$ cat src/rtl/diff_freq_pkg.sv
// Shared definitions for the multi-channel differential-frequency serial output block:
// control-byte layout, mode encodings, channel states and the packet length helper.
package diff_freq_pkg;

  localparam int CTRL_MODE_LSB = 0;
  localparam int CTRL_MODE_W   = 2;
  localparam int CTRL_IDLE_BIT = 2;
  localparam int CTRL_CH_LSB   = 4;
  localparam int CTRL_CH_W     = 4;

  typedef enum logic [1:0] {
    MODE_NOP     = 2'b00,
    MODE_ONESHOT = 2'b01,
    MODE_REPEAT  = 2'b10,
    MODE_STOP    = 2'b11
  } mode_e;

  typedef enum logic {
    CH_IDLE = 1'b0,
    CH_RUN  = 1'b1
  } ch_state_e;

  // Output pattern bytes, frequency pattern bytes, then one control byte.
  function automatic int calc_pack_num(input int data_bit);
    return (data_bit / 8) * 2 + 1;
  endfunction

endpackage

$ cat src/rtl/dfso_channel.sv
// One serialiser engine: shadow registers for the next pass, a shift register for the
// current pass, and a down-counting bit period timer selected by the frequency pattern.
module dfso_channel
  import diff_freq_pkg::*;
#(
  parameter int DATA_BIT = 32,
  parameter int FAST_DIV = 10,
  parameter int SLOW_DIV = 20,
  parameter int DIV_BIT  = 8
) (
  input  logic                clk,
  input  logic                rst_n,
  input  logic                disp_en,
  input  mode_e               disp_mode,
  input  logic                disp_idle,
  input  logic [DATA_BIT-1:0] disp_pattern,
  input  logic [DATA_BIT-1:0] disp_freq,
  output logic                serial_out,
  output logic                bit_tick,
  output logic                done_tick,
  output logic                busy
);

  localparam int                 BCNT_W    = $clog2(DATA_BIT);
  localparam logic [DIV_BIT-1:0] FAST_LOAD = DIV_BIT'(FAST_DIV - 1);
  localparam logic [DIV_BIT-1:0] SLOW_LOAD = DIV_BIT'(SLOW_DIV - 1);
  localparam logic [DIV_BIT-1:0] DIV_ONE   = DIV_BIT'(1);
  localparam logic [BCNT_W-1:0]  LAST_BIT  = BCNT_W'(DATA_BIT - 1);

  ch_state_e           state;
  logic [DATA_BIT-1:0] shadow_pat;
  logic [DATA_BIT-1:0] shadow_freq;
  logic [DATA_BIT-1:0] shift_pat;
  logic [DATA_BIT-1:0] shift_freq;
  logic                shadow_rep;
  logic                pending;
  logic                idle_lvl;
  logic [DIV_BIT-1:0]  div_cnt;
  logic [BCNT_W-1:0]   bit_cnt;

  logic                start_req;
  logic                stop_req;
  logic [DATA_BIT-1:0] eff_pat;
  logic [DATA_BIT-1:0] eff_freq;
  logic                eff_idle;
  logic                eff_rep;
  logic                eff_pend;

  // A dispatch arriving in the same cycle as a pass end must win over the stored shadow.
  always_comb begin
    start_req = disp_en && ((disp_mode == MODE_ONESHOT) || (disp_mode == MODE_REPEAT));
    stop_req  = disp_en && (disp_mode == MODE_STOP);
    eff_pat   = disp_en ? disp_pattern : shadow_pat;
    eff_freq  = disp_en ? disp_freq : shadow_freq;
    eff_idle  = disp_en ? disp_idle : idle_lvl;
    eff_rep   = start_req ? (disp_mode == MODE_REPEAT) : shadow_rep;
    eff_pend  = start_req || pending;
  end

  always_ff @(posedge clk or negedge rst_n) begin
    if (!rst_n) begin
      state       <= CH_IDLE;
      shadow_pat  <= '0;
      shadow_freq <= '0;
      shift_pat   <= '0;
      shift_freq  <= '0;
      shadow_rep  <= 1'b0;
      pending     <= 1'b0;
      idle_lvl    <= 1'b0;
      div_cnt     <= '0;
      bit_cnt     <= '0;
      serial_out  <= 1'b0;
      bit_tick    <= 1'b0;
      done_tick   <= 1'b0;
      busy        <= 1'b0;
    end else begin
      bit_tick  <= 1'b0;
      done_tick <= 1'b0;
      if (disp_en) begin
        shadow_pat  <= disp_pattern;
        shadow_freq <= disp_freq;
        idle_lvl    <= disp_idle;
      end
      if (start_req) begin
        shadow_rep <= (disp_mode == MODE_REPEAT);
      end
      case (state)
        CH_IDLE: begin
          if (start_req) begin
            state      <= CH_RUN;
            busy       <= 1'b1;
            pending    <= 1'b0;
            shift_pat  <= disp_pattern;
            shift_freq <= disp_freq;
            serial_out <= disp_pattern[0];
            div_cnt    <= disp_freq[0] ? FAST_LOAD : SLOW_LOAD;
            bit_cnt    <= '0;
          end else begin
            serial_out <= eff_idle;
          end
        end
        CH_RUN: begin
          if (stop_req) begin
            state      <= CH_IDLE;
            busy       <= 1'b0;
            pending    <= 1'b0;
            serial_out <= disp_idle;
          end else if (div_cnt != '0) begin
            // Ticks are registered one cycle early so they land on the bit's final cycle.
            div_cnt   <= div_cnt - 1'b1;
            bit_tick  <= (div_cnt == DIV_ONE);
            done_tick <= (div_cnt == DIV_ONE) && (bit_cnt == LAST_BIT);
            if (start_req) begin
              pending <= 1'b1;
            end
          end else if (bit_cnt != LAST_BIT) begin
            shift_pat  <= shift_pat >> 1;
            shift_freq <= shift_freq >> 1;
            serial_out <= shift_pat[1];
            div_cnt    <= shift_freq[1] ? FAST_LOAD : SLOW_LOAD;
            bit_cnt    <= bit_cnt + 1'b1;
            if (start_req) begin
              pending <= 1'b1;
            end
          end else if (eff_rep || eff_pend) begin
            pending    <= 1'b0;
            shift_pat  <= eff_pat;
            shift_freq <= eff_freq;
            serial_out <= eff_pat[0];
            div_cnt    <= eff_freq[0] ? FAST_LOAD : SLOW_LOAD;
            bit_cnt    <= '0;
          end else begin
            state      <= CH_IDLE;
            busy       <= 1'b0;
            serial_out <= eff_idle;
          end
        end
        default: begin
          state <= CH_IDLE;
          busy  <= 1'b0;
        end
      endcase
    end
  end

endmodule

$ cat src/rtl/diff_freq_serial_out_mc.sv
// Packet assembler, inter-byte timeout and dispatch decode feeding CH_NUM independent
// serialiser engines.
module diff_freq_serial_out_mc
  import diff_freq_pkg::*;
#(
  parameter int DATA_BIT = 32,
  parameter int PACK_NUM = calc_pack_num(DATA_BIT),
  parameter int CH_NUM   = 4,
  parameter int FAST_DIV = 10,
  parameter int SLOW_DIV = 20,
  parameter int DIV_BIT  = 8,
  parameter int TIMEOUT  = 65535
) (
  input  logic              clk,
  input  logic              rst_n,
  input  logic [7:0]        i_data,
  input  logic              i_rx_done_tick,
  output logic [CH_NUM-1:0] o_serial_out,
  output logic [CH_NUM-1:0] o_bit_tick,
  output logic [CH_NUM-1:0] o_done_tick,
  output logic [CH_NUM-1:0] o_busy,
  output logic              o_pack_err
);

  localparam int               NB        = DATA_BIT / 8;
  localparam int               CNT_W     = $clog2(PACK_NUM);
  localparam int               TO_W      = $clog2(TIMEOUT + 1);
  localparam logic [CNT_W-1:0] LAST_BYTE = CNT_W'(PACK_NUM - 1);
  localparam logic [TO_W-1:0]  TO_LAST   = TO_W'(TIMEOUT - 1);

  logic [CNT_W-1:0]    byte_cnt;
  logic [TO_W-1:0]     idle_cnt;
  logic [DATA_BIT-1:0] pat_buf;
  logic [DATA_BIT-1:0] freq_buf;
  logic                timeout;
  logic                ctrl_strobe;
  logic                ch_ok;
  logic [CNT_W-1:0]    slot;

  logic [CH_NUM-1:0]   disp_sel;
  mode_e               disp_mode;
  logic                disp_idle;
  logic [DATA_BIT-1:0] disp_pattern;
  logic [DATA_BIT-1:0] disp_freq;
  logic                pack_err;

  // A byte arriving in the timeout cycle starts a fresh packet rather than extending the old one.
  always_comb begin
    timeout     = (byte_cnt != '0) && (idle_cnt == TO_LAST);
    slot        = timeout ? '0 : byte_cnt;
    ctrl_strobe = i_rx_done_tick && (slot == LAST_BYTE);
    ch_ok       = int'(i_data[CTRL_CH_LSB +: CTRL_CH_W]) < CH_NUM;
  end

  always_ff @(posedge clk or negedge rst_n) begin
    if (!rst_n) begin
      byte_cnt <= '0;
      idle_cnt <= '0;
      pat_buf  <= '0;
      freq_buf <= '0;
    end else begin
      if (i_rx_done_tick) begin
        idle_cnt <= '0;
      end else if (idle_cnt != TO_LAST) begin
        idle_cnt <= idle_cnt + 1'b1;
      end
      if (i_rx_done_tick) begin
        byte_cnt <= (slot == LAST_BYTE) ? '0 : slot + 1'b1;
        for (int b = 0; b < NB; b++) begin
          if (slot == CNT_W'(b)) begin
            pat_buf[b*8 +: 8] <= i_data;
          end
          if (slot == CNT_W'(NB + b)) begin
            freq_buf[b*8 +: 8] <= i_data;
          end
        end
      end else if (timeout) begin
        byte_cnt <= '0;
      end
    end
  end

  always_ff @(posedge clk or negedge rst_n) begin
    if (!rst_n) begin
      disp_sel     <= '0;
      disp_mode    <= MODE_NOP;
      disp_idle    <= 1'b0;
      disp_pattern <= '0;
      disp_freq    <= '0;
      pack_err     <= 1'b0;
    end else begin
      disp_sel <= '0;
      pack_err <= timeout;
      if (ctrl_strobe) begin
        for (int c = 0; c < CH_NUM; c++) begin
          disp_sel[c] <= ch_ok && (i_data[CTRL_CH_LSB +: CTRL_CH_W] == CTRL_CH_W'(c));
        end
        disp_mode    <= mode_e'(i_data[CTRL_MODE_LSB +: CTRL_MODE_W]);
        disp_idle    <= i_data[CTRL_IDLE_BIT];
        disp_pattern <= pat_buf;
        disp_freq    <= freq_buf;
        if (!ch_ok) begin
          pack_err <= 1'b1;
        end
      end
    end
  end

  assign o_pack_err = pack_err;

  for (genvar c = 0; c < CH_NUM; c++) begin : g_ch
    dfso_channel #(
      .DATA_BIT(DATA_BIT),
      .FAST_DIV(FAST_DIV),
      .SLOW_DIV(SLOW_DIV),
      .DIV_BIT (DIV_BIT)
    ) u_ch (
      .clk         (clk),
      .rst_n       (rst_n),
      .disp_en     (disp_sel[c]),
      .disp_mode   (disp_mode),
      .disp_idle   (disp_idle),
      .disp_pattern(disp_pattern),
      .disp_freq   (disp_freq),
      .serial_out  (o_serial_out[c]),
      .bit_tick    (o_bit_tick[c]),
      .done_tick   (o_done_tick[c]),
      .busy        (o_busy[c])
    );
  end

endmodule

$ cat config.mk
export PLATFORM = sky130hd
export DESIGN_NAME = diff_freq_serial_out_mc
export DESIGN_NICKNAME = d
export VERILOG_FILES = /design/src/rtl/diff_freq_pkg.sv /design/src/rtl/dfso_channel.sv /design/src/rtl/diff_freq_serial_out_mc.sv
export SDC_FILE = /design/constraint.sdc
export NUM_CORES = 1
export LEC_CHECK = 0
export BUFFER_PORTS_ARGS = -buffer_cell sky130_fd_sc_hd__buf_4
export CAP_MARGIN = 15
export CORE_MARGIN = 2
export CORE_UTILIZATION = 55
export CTS_BUF_LIST = sky130_fd_sc_hd__clkbuf_4 sky130_fd_sc_hd__clkbuf_8
export DETAILED_ROUTE_END_ITERATION = 16
export PLACE_DENSITY = 0.71
export SLEW_MARGIN = 10
export SYNTH_ARGS = -nofsm -noshare
export SYNTH_HDL_FRONTEND = slang
export SYNTH_SLANG_ARGS = --single-unit
$ cat constraint.sdc
create_clock -name clk -period 6.5 [get_ports clk]
set_input_delay 0 -clock clk [delete_from_list [all_inputs] [get_ports clk]]
set_output_delay 0 -clock clk [all_outputs]
set_load 0.05 [all_outputs]
==> results.cfg, run 1 <==
[placed_design]
post-dp-hpwl_um = 46900
portBuffers = 27
placed_area_um2 = 35500
gp_congestion = 0.813

[synth]
synth_area_um2 = 34900
synth_ff_type = dfrtp_1
synth_cell_types = 70
synth_adder_area_share = 0.0101
synth_top_family_by_area = multiplexers
synth.net_count = 3173
ys_seq_area_frac = 0.534
synth_edf_count = 0
synthArstFlopShare = 1.00
synth_cells = 3134
synth_top_area_share = 0.534
yosysWarnings = 0
ys_ff_latch = 744
synth.area.top_cells = dfrtp_1 (53%), mux2_2 (13%), nand2b_1 (5.6%)
yosys.area_share.simple = 0.149
synth_common_cells = dfrtp_1 (744), mux2_2 (393), nor2_1 (313), nand2b_1 (310), a31oi_1 (257)
avgSynthCellArea_um2 = 11.1
yosys-mux-area-fraction = 0.182
synthXorXnorAreaFrac = 0.00553
synth_top_cell_by_area = dfrtp_1
synth-compound-area-share = 0.0881
yosys.cell_count.top_type = dfrtp_1

[timing]
finalHoldViolCount = 0
maxSlewViolCount = 0
fmax_mhz = 225
tns_ns = 0
final.min_clock_period_ns = 4.44
tightest_slew_ns = 1.18
clock_skew_ns = 0.0284
setup_viol = 0
slew_headroom = 0.208
rsz0062_at_grt = no
finalCritPeriodShare = 0.684

[grt]
grt_pass1_vias = 24700
grt_max_degree = 165
top_usage_layer = met2
gr-usage-met1 = 0.341
antenna_found_initial = 1
grtUsageMet2 = 0.413
grt_usage = 0.252
grt_pass1_wl_um = 134000
grtUsageMet3 = 0.0462
grt_overflow = 0

[power]
total_power_mw = 15.3
vdd_ir_drop_max_mv = 0.224
p_per_area_nw_per_um2 = 399
p_leak_nw = 16.9

[route]
totalWireLength_um = 80600
drc_errors = 0
first_iter_violations = 1735
avgRoutedWirePerCell_um = 19.9
firstDrtPassIters = 5
antenna_left = 0
viasPerCell = 5.88
route.vias.total = 23800

[cts]
post_cts_buffers = 0
path_clk_slew_ns = 0.06
cts_tree = built
ctsResizeCount = 0
h-tree-depth = 3
cts_sinks = 744
cts_hold_buf = 14
clock_path_buffers = 3
clk_latency_ns = 0.74
cts-buffers-inserted = 121
cts-root-buf = clkbuf_8

[cells_and_area]
fill_cells = 5177
final_cell_area_um2 = 38300
area_growth_pct = 9.87
layout-drive-gt1-share = 0.242
fin_nets = 3141
fin_util = 0.609

[die]
die_x_um = 256
die_h_um = 256
start_util = 0.555
rows = 92
core_area_um2 = 62900
pin_count = 28
dieArea_um2 = 65400

[setup_path]
crit_required_ns = 7.16
slowest_stage = buf_4
worst_ep_arrival_time_ns = 5.10
cpPeakStageDelay_ns = 0.70
crit_family = simple AND/OR/NAND/NOR gates
setup.worst_path.start_class = register
endpoint_kind = register
worstPathCellList = inv_1, ha_1, nand4_1, or4_1, nand2_1, ha_1, nand4b_1, nor2_4, buf_4, nand2_1, nor3_1, dlygate4sd3_1
worst-setup-path-type = register to register
cp_num_buf_inv = 3
cp_max_fo = 48
r2r_slack_ns = 2.06

[run]
cap_violations = 0

[worst_hold_path]
min_path_type = input port to asynchronous set/reset pin

[outcome]
status = finished clean
-- cell type report --
cell class                      count  area [um2]  share of cell area
Clock inverter                     18         136             0.00356
Clock buffer                      204        2490              0.0650
Inverter                           29         109             0.00284
Tap cell                          846        1060              0.0276
Multi-Input combinational cell   2134       15200               0.397
Sequential cell                   744       18600               0.487
Antenna cell                        1        2.50           0.0000653
Timing Repair Buffer               72         638              0.0167
-- through the flow --
step | cells | hold slack, ns | worst slack (ns)
after floorplan | 3134 | -0.296 | 3.43
after global placement | 3811 | 0.0910 | 2.59
after detailed placement | 3811 | 0.107 | 2.50
after CTS | 4047 | 0.0161 | 2.11
after global routing | 4047 | 0.0428 | 1.69
final | 4048 | 0.0335 | 2.06
-- per-layer routing --
layer	vias to the layer above	wire, um
met3	169	4000
met1	12200	35800
met4	0	2140
met5	-	0
met2	541	38700
li1	10900	-
-- layout by cell type, fill, tap and decap left out, drive strengths merged, types with 8 or more instances in the layout --
cell           n
dfrtp        744
mux2         393
nor2         313
nand2b       310
a31oi        257
clkbuf       204
nand2        191
mux2i        190
o211ai        68
or2           64
buf           59
o21ai         53
a21oi         41
nand3         35
inv           32
ha            28
nor3          19
xnor2         17
or3           15
dlygate4sd3   13
nor2b         12
clkinv        11
and3          10
nand4         10
nor4           8
-- flip-flops by register name (all words and copies together), names as in the netlist, 16 cells and up --
| signal | count |
|---|---|
| pat_buf | 32 |
| g_ch.u_ch.shadow_freq | 128 |
| disp_pattern | 32 |
| idle_cnt | 16 |
| g_ch.u_ch.shift_freq | 124 |
| freq_buf | 32 |
| g_ch.u_ch.div_cnt | 32 |
| g_ch.u_ch.shadow_pat | 128 |
| g_ch.u_ch.shift_pat | 124 |
| g_ch.u_ch.bit_cnt | 20 |
| disp_freq | 32 |
-- cell families after synthesis --
logic type,Yosys count
simple gates,1026
flops,744
mux,583
compound gates,475
buf+inv,256
fa+ha+maj,28
xor+xnor,22
-- report_power, final --
group          switching [mW]  internal (mW)
Clock                    1.86           2.44
Combinational            1.89           1.85
Sequential               1.29           5.97
-- path summary, 6_finish.rpt --
kind	start	to	depth (start not counted)
setup / recovery	idle_cnt[0]$_DFFE_PN0P_	disp_sel[0]$_DFF_PN0_	12
hold / removal	rst_n	g_ch[3].u_ch.div_cnt[5]$_DFFE_PN0P_	3
setup reg to reg	idle_cnt[0]$_DFFE_PN0P_	disp_sel[0]$_DFF_PN0_	12
hold reg to reg	g_ch[3].u_ch.shadow_rep$_DFF_PN0_	g_ch[3].u_ch.shadow_rep$_DFF_PN0_	2
max in group asynchronous	rst_n	g_ch[2].u_ch.shift_freq[14]$_DFFE_PN0P_	3
min in group clk	i_data[5]	disp_sel[1]$_DFF_PN0_	3
-- worst register-to-register path: stages, from the launching register on --
cell and delay (ns):
dfrtp_1 0.40, inv_1 0.10, ha_1 0.18, nand4_1 0.13, or4_1 0.63, nand2_1 0.24, ha_1 0.26, nand4b_1 0.16
nor2_4 0.65, buf_4 0.70, nand2_1 0.16, nor3_1 0.18, dlygate4sd3_1 0.59
Note: power is estimated with default switching activity, not from simulation.
==> run 2: changes to the inputs <==
==> constraint.sdc (replaced) <==
create_clock -name clk -period 4.41 [get_ports clk]
set_input_delay 0 -clock clk [delete_from_list [all_inputs] [get_ports clk]]
set_output_delay 0 -clock clk [all_outputs]
set_load 0.05 [all_outputs]
==> results.cfg, run 2 (same netlist as run 1, synthesis figures left out) <==
[outcome]
status = finished clean

[cts]
ctsResizeCount = 0
cts-root-buf = clkbuf_8
clk_latency_ns = 0.74
cts-buffers-inserted = 119
h-tree-depth = 3
cts_tree = built
cts_sinks = 744
cts_hold_buf = 15
path_clk_slew_ns = 0.07
post_cts_buffers = 0
clock_path_buffers = 3

[die]
die_h_um = 256
die_x_um = 256
pin_count = 28
core_area_um2 = 62900
start_util = 0.555
dieArea_um2 = 65400
rows = 92

[setup_path]
worstPathCellList = inv_1, ha_1, nand4_1, or4_1, nand2_1, ha_1, nand4b_1, nor2_4, buf_4, nand3_1, nor2_1, dlygate4sd3_1
setup.worst_path.start_class = register
worst_ep_arrival_time_ns = 4.27
cpPeakStageDelay_ns = 0.64
endpoint_kind = register
cp_max_fo = 27
worst-setup-path-type = register to register
slowest_stage = or4_1
crit_top_cell = ha_1
crit_required_ns = 5.07

[timing]
setup_viol = 0
finalHoldViolCount = 0
clock_skew_ns = 0.0312
tns_ns = 0
slew_headroom = 0.183
finalCritPeriodShare = 0.820
maxSlewViolCount = 0
rsz0062_at_grt = no
final.min_clock_period_ns = 3.62
tightest_slew_ns = 1.23
fmax_mhz = 277

[power]
total_power_mw = 22.5
vdd_ir_drop_max_mv = 0.313
p_per_area_nw_per_um2 = 587
p_leak_nw = 16.9

[placed_design]
dp.cells = 3818
post-dp-hpwl_um = 47800
portBuffers = 27
gp_congestion = 0.814

[route]
viasPerCell = 5.92
totalWireLength_um = 82000
avgRoutedWirePerCell_um = 20.3
firstDrtPassIters = 7
route.vias.total = 23900
first_iter_violations = 1657
antenna_left = 0
drc_errors = 0

[grt]
grt_pass1_vias = 24800
grt_usage = 0.253
grt_overflow = 0
antenna_found_initial = 1
grt_pass1_wl_um = 134000
grt_max_degree = 143

[run]
cap_violations = 0

[cells_and_area]
layout-drive-gt1-share = 0.240
layout_common_cells = dfrtp_1 (736), mux2_2 (393), nor2_1 (311), nand2b_1 (310), a31oi_1 (257)
reg_top3 = g_ch.u_ch.shadow_freq (128), g_ch.u_ch.shadow_pat (128)
final_cells = 4041
multi_input_area_um2 = 15200
fin_nets = 3147
area_growth_pct = 9.88
final_common_cell = dfrtp_1
fill_cells = 5164
seqCellArea_um2 = 18600

[worst_hold_path]
min_path_type = input port to register
[run 2: cell types whose count changed in the layout (fill, tap and decap cells not counted), sizes merged]
cell / previous run / this run
buf: 59 / 66
bufinv: 1 / 2
clkbuf: 204 / 185
clkinv: 11 / 15
clkinvlp: 3 / 1
dlygate4sd3: 13 / 14
inv: 32 / 33
[run 2: through the flow]
step / worst slack [ns] / util / area (um2) / hold WS, ns
after global placement: 1.20 / 0.566 / 35600 / 0.131
final: 0.795 / 0.609 / 38300 / 0.219
after global routing: 0.642 / 0.609 / 38300 / 0.214
after floorplan: 1.34 / - / 34900 / -0.296
after detailed placement: 1.03 / 0.566 / 35600 / 0.131
after CTS: 0.859 / 0.609 / 38300 / 0.163
[run 2: layout make-up]
type | instances | area share
Timing Repair Buffer | 80 | 0.0193
Clock inverter | 22 | 0.00477
Multi-Input combinational cell | 2134 | 0.397
Sequential cell | 744 | 0.487
Antenna cell | 1 | 0.0000653
Tap cell | 846 | 0.0276
Clock buffer | 185 | 0.0614
Inverter | 29 | 0.00284
[run 2: critical path: cells and delay by family (launching register included)]
| kind | cells | cell delay (ns) |
|---|---|---|
| simple gates | 7 | 1.63 |
| buf+inv | 3 | 1.04 |
| fa+ha+maj | 2 | 0.44 |
| flops | 1 | 0.41 |
[run 2: power breakdown]
part	internal, mW	switching [mW]	leakage, nW
sequential	8.80	1.84	9.89
clock	3.49	2.73	1.36
combinational	2.74	2.90	5.62
[run 2: path summary, 6_finish.rpt]
path                                                     start                             endpoint  slack, ns  depth (start not counted)
hold reg to reg            g_ch[3].u_ch.div_cnt[7]$_DFFE_PN0P_  g_ch[3].u_ch.div_cnt[7]$_DFFE_PN0P_       0.49                          1
hold / removal                                  i_rx_done_tick              idle_cnt[7]$_DFFE_PN0P_       0.22                          3
max in group asynchronous                                rst_n            disp_freq[26]$_DFFE_PN0P_       3.09                          4
setup / recovery                       idle_cnt[0]$_DFFE_PN0P_                disp_sel[1]$_DFF_PN0_       0.79                         12
min in group asynchronous                                rst_n  g_ch[3].u_ch.div_cnt[0]$_DFFE_PN0P_       0.55                          4
setup reg to reg                       idle_cnt[0]$_DFFE_PN0P_                disp_sel[1]$_DFF_PN0_       0.79                         12
[run 2: per-layer routing]
layer	vias up	routed length [um]	global-route usage
li1	10900	-	-
met1	12400	36400	0.339
met2	515	40200	0.427
met3	124	3670	0.0394
met4	0	1740	0.0734
met5	-	0	0
==> run 3: changes to the inputs <==
--- a/config.mk
+++ b/config.mk
@@ -5,13 +5,14 @@
 export SDC_FILE = /design/constraint.sdc
 export NUM_CORES = 1
 export LEC_CHECK = 0
+export ABC_AREA = 1
 export BUFFER_PORTS_ARGS = -buffer_cell sky130_fd_sc_hd__buf_4
 export CAP_MARGIN = 15
 export CORE_MARGIN = 2
 export CORE_UTILIZATION = 55
 export CTS_BUF_LIST = sky130_fd_sc_hd__clkbuf_4 sky130_fd_sc_hd__clkbuf_8
 export DETAILED_ROUTE_END_ITERATION = 16
-export PLACE_DENSITY = 0.71
+export PLACE_DENSITY = 0.74
 export SLEW_MARGIN = 10
 export SYNTH_ARGS = -nofsm -noshare
 export SYNTH_HDL_FRONTEND = slang
==> constraint.sdc (replaced) <==
create_clock -name clk -period 3.2 [get_ports clk]
set_input_delay 0 -clock clk [delete_from_list [all_inputs] [get_ports clk]]
set_output_delay 0 -clock clk [all_outputs]
set_load 0.05 [all_outputs]
==> results.cfg, run 3 <==
[outcome]
status = finished clean

[synth]
yosys.cell_count.top_type = nand2_1
synth_cell_types = 52
synth_ff_type = dfrtp_1
synth_common_cells = nand2_1 (918), dfrtp_1 (744), o21ai_0 (744), inv_1 (342), a21oi_1 (224)
synth.net_count = 3924
yosysWarnings = 0
synth_edf_count = 0
synth.area.top_cells = dfrtp_1 (56%), o21ai_0 (11%), nand2_1 (10%)
avgSynthCellArea_um2 = 8.62
ys_seq_area_frac = 0.556
ys_ff_latch = 744
synth_top_cell_by_area = dfrtp_1
synth_area_um2 = 33500
synth_top_area_share = 0.556
synthArstFlopShare = 1.00
synth_cells = 3885

[route]
viasPerCell = 5.61
first_iter_violations = 2479
firstDrtPassIters = 6
drc_errors = 0
totalWireLength_um = 84600
antenna_left = 0
routed.top_layer = met4
wl_met3_um = 6490
detail_route.wirelength.met1_um = 37800
avgRoutedWirePerCell_um = 17.8
route.vias.total = 26600
met2_wirelength_um = 37800

[placed_design]
post-place-ws_ns = 0.640
post-dp-hpwl_um = 51300
placed_area_um2 = 34200
gp_congestion = 0.828
portBuffers = 27

[cts]
cts_tree = built
cts-root-buf = clkbuf_8
h-tree-depth = 3
path_clk_slew_ns = 0.06
clk_latency_ns = 0.74
clock_path_buffers = 3
cts-buffers-inserted = 118
cts_sinks = 744

[setup_path]
cpPeakStageDelay_ns = 0.56
r2r-start = idle_cnt[0]$_DFFE_PN0P_
endpoint_kind = register
slowest_stage = dlygate4sd3_1
cp_max_fo = 7
worst_ep_arrival_time_ns = 3.65
crit_required_ns = 3.86
worstPathCellList = inv_1, ha_1, inv_1, nor2_1, and2_4, nand3_4, nand2_4, ha_1, nand2_1, nor2_2, buf_6, nand2_1, dlygate4sd3_1, o21ai_0, dlygate4sd3_1
worst-setup-path-type = register to register
setup.worst_path.start_class = register
crit_start = idle_cnt[0]$_DFFE_PN0P_

[grt]
grt_pass1_vias = 25700
antenna_found_initial = 1
grt_overflow = 0
grt_usage = 0.275
grt_max_degree = 129
grt_pass1_wl_um = 139000

[cells_and_area]
final_cell_area_um2 = 36900
area_growth_pct = 10.2
layout-drive-gt1-share = 0.103
layout_common_cells = nand2_1 (913), o21ai_0 (744), dfrtp_1 (738), inv_1 (341), a21oi_1 (224)
reg_top3 = g_ch.u_ch.shadow_freq (128), g_ch.u_ch.shadow_pat (128)
fin_nets = 3916
fill_cells = 5095
final_common_cell = nand2_1

[timing]
setup_viol = 0
finalCritPeriodShare = 0.934
slew_headroom = 0.383
final.min_clock_period_ns = 2.99
rsz0062_at_grt = no
fmax_mhz = 334
tns_ns = 0
clock_skew_ns = 0.0443
tightest_slew_ns = 0.926
setup_slack_ns = 0.210
finalHoldViolCount = 0
maxSlewViolCount = 0

[power]
seqPwrFrac = 0.441
p_per_area_nw_per_um2 = 803
swShare = 0.350
clock_power_share = 0.288
total_power_mw = 29.6
power_frac_comb = 0.271
internal-power_mw = 19.3
p_leak_nw = 17.5
switchingPower_mw = 10.4
vdd_ir_drop_max_mv = 0.406

[die]
rows = 90
dieArea_um2 = 62900
core_area_um2 = 60200
die_h_um = 251
pin_count = 28
die_x_um = 251
start_util = 0.556

[worst_hold_path]
min_path_type = input port to asynchronous set/reset pin

[run]
cap_violations = 0
## run 3: metal layers
metal  vias up  GRT usage
met1     12700      0.395
met5         -          0
met3       188     0.0557
met2       938      0.420
met4         0     0.0944
li1      12700          -
## run 3: area by class of cell
class                      count  area, um2  share of cell area
clock inverter                18        144             0.00390
timing repair buffer         104       1110              0.0302
antenna                        1       2.50           0.0000679
tap                          782        978              0.0265
sequential                   744      18600               0.505
multi-input combinational   2546      12300               0.333
inverter                     363       1380              0.0374
clock buffer                 189       2360              0.0639
## run 3: stage by stage
step | instances | hold WS [ns] | util
2_1_floorplan | 3885 | -0.296 | -
4_1_cts | 4744 | 0.0290 | 0.612
3_5_place_dp | 4521 | 0.120 | 0.567
5_1_grt | 4747 | 0.0350 | 0.612
6_report | 4747 | 0.0509 | 0.612
3_3_place_gp | 4521 | 0.117 | 0.567
## run 3: power groups by stage
stage,clock (mW),sequential [mW],combinational (mW)
4_1_cts,8.66,13.0,7.99
3_3_place_gp,0,13.1,7.67
5_1_grt,9.09,13.3,9.17
2_1_floorplan,0,12.8,5.89
3_5_place_dp,0,13.2,7.90
6_report,8.52,13.1,8.02
## run 3: path summary, 6_finish.rpt
check | endpoint | slack, ns | cells after the start
max in group asynchronous | idle_cnt[0]$_DFFE_PN0P_ | 2.67 | 3
max | freq_buf[3]$_DFFE_PN0P_ | 0.21 | 15
min in group clk | freq_buf[23]$_DFFE_PN0P_ | 0.12 | 4
max reg2reg | freq_buf[3]$_DFFE_PN0P_ | 0.21 | 15
min reg2reg | g_ch[2].u_ch.serial_out$_DFFE_PN0P_ | 0.48 | 2
min | g_ch[0].u_ch.shift_pat[12]$_DFFE_PN0P_ | 0.05 | 3
## run 3: logic make-up (layout without fill, tap and decap cells)
kind of cell / count (synthesis) / after routing / synth area share
buf+inv: 595 / 674 / 0.0782
simple gates: 1291 / 1291 / 0.160
compound gates: 1211 / 1211 / 0.191
other cells: 0 / 1 / 0
xor+xnor: 15 / 15 / 0.00392
fa+ha+maj: 28 / 28 / 0.0105
flops: 744 / 744 / 0.556
mux: 1 / 1 / 0.000299
## run 3: what timing repair did
item | CTS | global route
hold buffers | 16 | 0
hold endpoints to repair | 732 | 0
setup buffers | 0 | 2
endpoints found under the setup margin | 0 | 1
resized for setup | 0 | 6
## run 3: worst max-delay path, delay by kind of cell (launching register included)
kind	cells	cell delay, ns
adder cells (fa/ha/maj)	2	0.30
AO/OA/AOI/OAI	1	0.07
flip-flops	1	0.44
AND/OR/NAND/NOR	7	0.79
buffers and inverters	5	1.36
